**src/rtl/aes_shift_rows_stream.sv**
```systemverilog
// Byte-serial AES ShiftRows (or InvShiftRows when INV=1) engine with two ping-pong
// 16-byte banks so one block fills while the previous block drains.
module aes_shift_rows_stream #(
  parameter bit INV = 1'b0
) (
  input  logic       clk,
  input  logic       rst_n,
  input  logic       flush,
  input  logic       in_valid,
  output logic       in_ready,
  input  logic [7:0] in_data,
  output logic       out_valid,
  input  logic       out_ready,
  output logic [7:0] out_data,
  output logic       out_last
);

  logic [7:0] bank_q [2][16];
  logic [1:0] full_q, full_d;
  logic       wbank_q, wbank_d;
  logic       rbank_q, rbank_d;
  logic [3:0] wcnt_q, wcnt_d;
  logic [3:0] rcnt_q, rcnt_d;

  logic       wr_fire;
  logic       rd_fire;
  logic [1:0] src_col;
  logic [3:0] src_idx;

  assign in_ready  = !full_q[wbank_q];
  assign out_valid = full_q[rbank_q];
  // flush wins over both handshakes; the byte presented alongside it is dropped.
  assign wr_fire   = in_valid & in_ready & !flush;
  assign rd_fire   = out_valid & out_ready & !flush;

  // Stream index k = 4c + r; the source column wraps mod 4 via 2-bit arithmetic.
  always_comb begin
    if (INV) src_col = rcnt_q[3:2] - rcnt_q[1:0];
    else     src_col = rcnt_q[3:2] + rcnt_q[1:0];
    src_idx  = {src_col, rcnt_q[1:0]};
    out_data = out_valid ? bank_q[rbank_q][src_idx] : 8'h00;
    out_last = out_valid & (rcnt_q == 4'd15);
  end

  // The writer only touches a non-full bank and the reader only a full one, so a
  // fill-complete and a drain-complete in the same cycle always hit different banks.
  always_comb begin
    // NOTE: every signal gets a default first so no path through this block infers a latch.
    full_d  = full_q;
    wbank_d = wbank_q;
    rbank_d = rbank_q;
    wcnt_d  = wcnt_q;
    rcnt_d  = rcnt_q;
    if (flush) begin
      full_d  = 2'b00;
      wbank_d = 1'b0;
      rbank_d = 1'b0;
      wcnt_d  = 4'd0;
      rcnt_d  = 4'd0;
    end else begin
      if (wr_fire) begin
        wcnt_d = wcnt_q + 4'd1;
        if (wcnt_q == 4'd15) begin
          full_d[wbank_q] = 1'b1;
          wbank_d         = ~wbank_q;
        end
      end
      if (rd_fire) begin
        rcnt_d = rcnt_q + 4'd1;
        if (rcnt_q == 4'd15) begin
          full_d[rbank_q] = 1'b0;
          rbank_d         = ~rbank_q;
        end
      end
    end
  end

  // NOTE: state registers use non-blocking assignments so all of them update together.
  always_ff @(posedge clk or negedge rst_n) begin
    if (!rst_n) begin
      full_q  <= 2'b00;
      wbank_q <= 1'b0;
      rbank_q <= 1'b0;
      wcnt_q  <= 4'd0;
      rcnt_q  <= 4'd0;
    end else begin
      full_q  <= full_d;
      wbank_q <= wbank_d;
      rbank_q <= rbank_d;
      wcnt_q  <= wcnt_d;
      rcnt_q  <= rcnt_d;
    end
  end

  // NOTE: bank storage is deliberately not reset; the full flags decide what is valid.
  always_ff @(posedge clk) begin
    if (wr_fire) bank_q[wbank_q][wcnt_q] <= in_data;
  end

endmodule
```
**config.mk**
```make
export PLATFORM = sky130hd
export DESIGN_NAME = aes_shift_rows_stream
export DESIGN_NICKNAME = d
export VERILOG_FILES = /design/src/rtl/aes_shift_rows_stream.sv
export SDC_FILE = /design/constraint.sdc
export NUM_CORES = 1
export LEC_CHECK = 0
export CORE_MARGIN = 2
export CORE_UTILIZATION = 30
export DETAILED_ROUTE_END_ITERATION = 8
export RECOVER_POWER = 25
export SETUP_SLACK_MARGIN = 0.4
export SLEW_MARGIN = 0
export SYNTH_ARGS = -nofsm -noshare
export SYNTH_HDL_FRONTEND = slang
export SYNTH_SLANG_ARGS = --single-unit
```
**constraint.sdc**
```tcl
create_clock -name clk -period 4 [get_ports clk]
set_input_delay 0.8 -clock clk [delete_from_list [all_inputs] [get_ports clk]]
set_output_delay 0.8 -clock clk [all_outputs]
set_load 0.02 [all_outputs]
```
==> metrics list <==
- Result of the run: finished with violations
- Violated checks: capacitance limit, slew limit
- For this block, the routed nets add up to 24100 um of wire.
* Library cell with the highest instance count after synthesis: edfxtp_1
* Number of max-cap violations: 5
- The critical path starts at rcnt_q[0].
- Setup repair after global routing could not meet its margin everywhere.
- Static timing analysis puts the maximum clock frequency at 275 MHz.
- Element type at the critical path end: output port
* GRT busiest layer: met2
- Hold repair after CTS inserted 0 buffers.
- Register-to-register setup slack: 1420 ps
* CP required: 3200 ps
- Worst Hold Path Cells: 2
* GR met3 Demand/Resource: 1.39%
* Synth-to-layout area growth: 18.9%
* Type of the worst setup path: flip-flop to output port
- Floorplan Core Area: 35600 um2
* Slew HR: -11.5%
* Number of antenna violations at the first check in global routing: 1
* Clock Root Buffer: clkbuf_16
- In this run the power density over the cells is 445 nW/um2.
- The first routing iteration left 533 violations.
* Area of the die: 37600 um2
- Cell taking the most area after synthesis: edfxtp_1
* Overall global routing resource usage: 12.7%
* Die Y: 194 um
- Synthesis produced 580 cells.
- Final global-route overflow total: 0
- Wire length of the first global-routing pass: 36300 um
- Worst clock skew on the final layout: 20.8 ps
* R2R cell count: 5
- The detail route stage leaves a number of antenna-violating nets equal to 0.
- Type of the tightest min-delay check: flip-flop to flip-flop
* Row cnt: 69
- Hold Violations, Final: 0
- In this run the worst path has a maximum fanout of 17.
- Effective utilization at floorplan: 30.5%
- Synthesis inferred 268 register bits.
- Clock-pin slew was measured on the worst setup and hold paths at 60 ps.
* Fin Setup TNS: 0 ps
* Number of nets in the final layout: 687
- Total setup violations reported at the end of the flow: 0
* RR Endpoint: bank_q[0][105]
* Total inserted antenna cells: 0
- In the final routed layout, each cell accounts on average for 21.0 um.
- After detailed routing, the number of remaining DRC violations is 0.
- Async S/R FF share, synth: 4.48%
- Counting flops with a built-in enable in the synthesized netlist gives 256.
* Number of pins exceeding their max-slew limit in the final report: 165
- Port buffer count: 23
- Entering global routing, the biggest net connects 35 pins.
- Clock tree sinks: 268
* Layout cells sized above 1: 22.3%
- Leakage dissipation: 4.09 nW
- Clock tree from TritonCTS: yes
- For the finished layout, the period the worst path requires is 3630 ps.
- In this run the count of I/O pins placed on the die edge is 24.
* Met2 track demand over resource in global routing: 19.7%
* Maximum ir drop on the vdd rail: 268 uV
- H-tree levels: 1
- Number of detailed-route iterations in the first pass: 5
- Met1 track utilization from global routing: 18.5%
- Deepest clock path buffer count: 3
- Yosys warnings: 0
- Detailed placement finished with a half-perimeter wire length of 15200 um.
- After synthesis the cells add up to 10800 um2.
- Average instance area after synthesis: 18.7 um2
* RePlAce Congestion: 0.835
* Transition time of the tightest slew-check pin: 1670 ps
- In this run the critical register-to-register path is launched from wbank_q.
- In the synthesized netlist, the cells that appear most often are edfxtp_1, mux2i_1, nor2_1, mux4_2, nand2_1.
- Overall power after layout: 0.00573 W
- Clock tree synthesis inserted a total of 27 buffers.
- Latest clock arrival within the worst-skew pair: 530 ps
- The worst setup path is launched from a flip-flop.
- Die Wd: 194 um
* Net Count, Synth: 599
- Part of the Yosys area used for sequential elements: 73.7%
- After detailed routing, the number of vias per cell comes to 4.88.
- Among all flip-flop cells after synthesis, the most frequent one is edfxtp_1.
* Number of global-route vias before repair: 5673
* Data arrival, critical path: 2830 ps
- Placement Cell Area: 11900 um2
- Summing over every cut layer, the via total after detailed routing is 5597.
- The top cell type by area accounts for 71.0% of the synthesized area.
* Design area: 12900 um2
* Worst setup endpoint: out_data[0]
* Cell types occupying the most area after synthesis: edfxtp_1, mux4_2, mux2i_1
- After layout, the worst path uses 90.8% of the clock period.
* Count of unique library cells instantiated by Yosys: 42
[metal layers]
| layer | wire length (um) | vias up |
|---|---|---|
| met5 | 0 | - |
| li1 | - | 2497 |
| met3 | 1270 | 32 |
| met4 | 685 | 0 |
| met1 | 10900 | 2908 |
| met2 | 11200 | 160 |
[worst min path at each step]
| stage | end | start | slack, ps |
|---|---|---|---|
| 6_report | full_q[1] | full_q[1] | 550 |
| 2_1_floorplan | full_q[1] | full_q[1] | 490 |
| 3_3_place_gp | full_q[1] | full_q[1] | 530 |
| 5_1_grt | full_q[1] | full_q[1] | 600 |
| 4_1_cts | full_q[1] | full_q[1] | 550 |
| 3_5_place_dp | full_q[1] | full_q[1] | 540 |
[critical path, cell delays in order, from the launching register on]
cell and delay (ps):
dfrtp_2 490, buf_12 210, mux4_2 560, mux2i_2 270
o22a_1 250, o32ai_1 120, dlygate4sd2_1 350
[cells in the final DEF (no fill, tap or decap), types with 7 or more instances in the layout]
cell             netlist  routed
edfxtp_1             256     256
buf_4                  4      52
nand2_1               24      24
mux4_2                36      36
mux2i_1               51      48
o22a_1                 7       7
a221o_1                7       7
a22oi_1               15      15
nand3_1                8       8
clkdlybuf4s50_1        0       9
clkbuf_16              0      28
clkbuf_1               8      11
dfrtp_1               12       9
and3_1                 7       7
nor2_1                51      51
a21oi_1                9       9
o32ai_1                7       7
[logic make-up (layout without fill, tap and decap cells)]
group / count (synthesis) / count (layout) / synth area share, %
DFF: 268 / 268 / 73.7
xor gates and xnor gates: 10 / 10 / 0.878
adders and majority gates: 6 / 6 / 0.693
muxes: 96 / 96 / 14.0
buffers and inverters: 35 / 141 / 2.18
and+or+nand+nor: 112 / 112 / 4.72
AOI/OAI and AO/OA: 53 / 53 / 3.82
[registers in the layout, indices dropped and copies added (netlist names)]
signal,flops
wcnt_q,4
wbank_q,1
rbank_q,1
bank_q,256
full_q,2
rcnt_q,4
[per-stage QoR]
stage	util [%]	hold slack (ps)	std cells	setup slack [ps]
floorplan	-	487	580	1280
global placement	33.4	530	1090	495
detailed placement	33.4	535	1090	505
CTS	36.1	552	1142	168
global route	36.2	603	1147	305
finish	36.2	550	1147	370
[where the power goes]
group          leakage (nW)  switching, W  internal, W  total (W)
clock network         0.432       0.00101      0.00153    0.00254
logic                  1.19     0.0000733    0.0000261  0.0000994
registers              2.46    0.00000448      0.00309    0.00309
total                  4.09       0.00109      0.00464    0.00573
[layout make-up]
class | count | area, um2
well taps | 461 | 577
clock buffers | 35 | 726
repair buffers | 88 | 754
inverters | 6 | 26.3
clock inverters | 12 | 163
fillers | 3307 | 22700
flip-flops and latches | 268 | 8000
multi-input cells | 277 | 2640
[timing repair]
| action | 4_1_cts | 5_1_grt |
|---|---|---|
| gates cloned | 0 | 1 |
| pin swaps | 0 | 0 |
| endpoints found under the setup margin | 8 | 8 |
| gates resized for setup | 16 | 10 |
| setup buffers | 5 | 4 |
No activity file was read; power rests on OpenSTA's default activity.
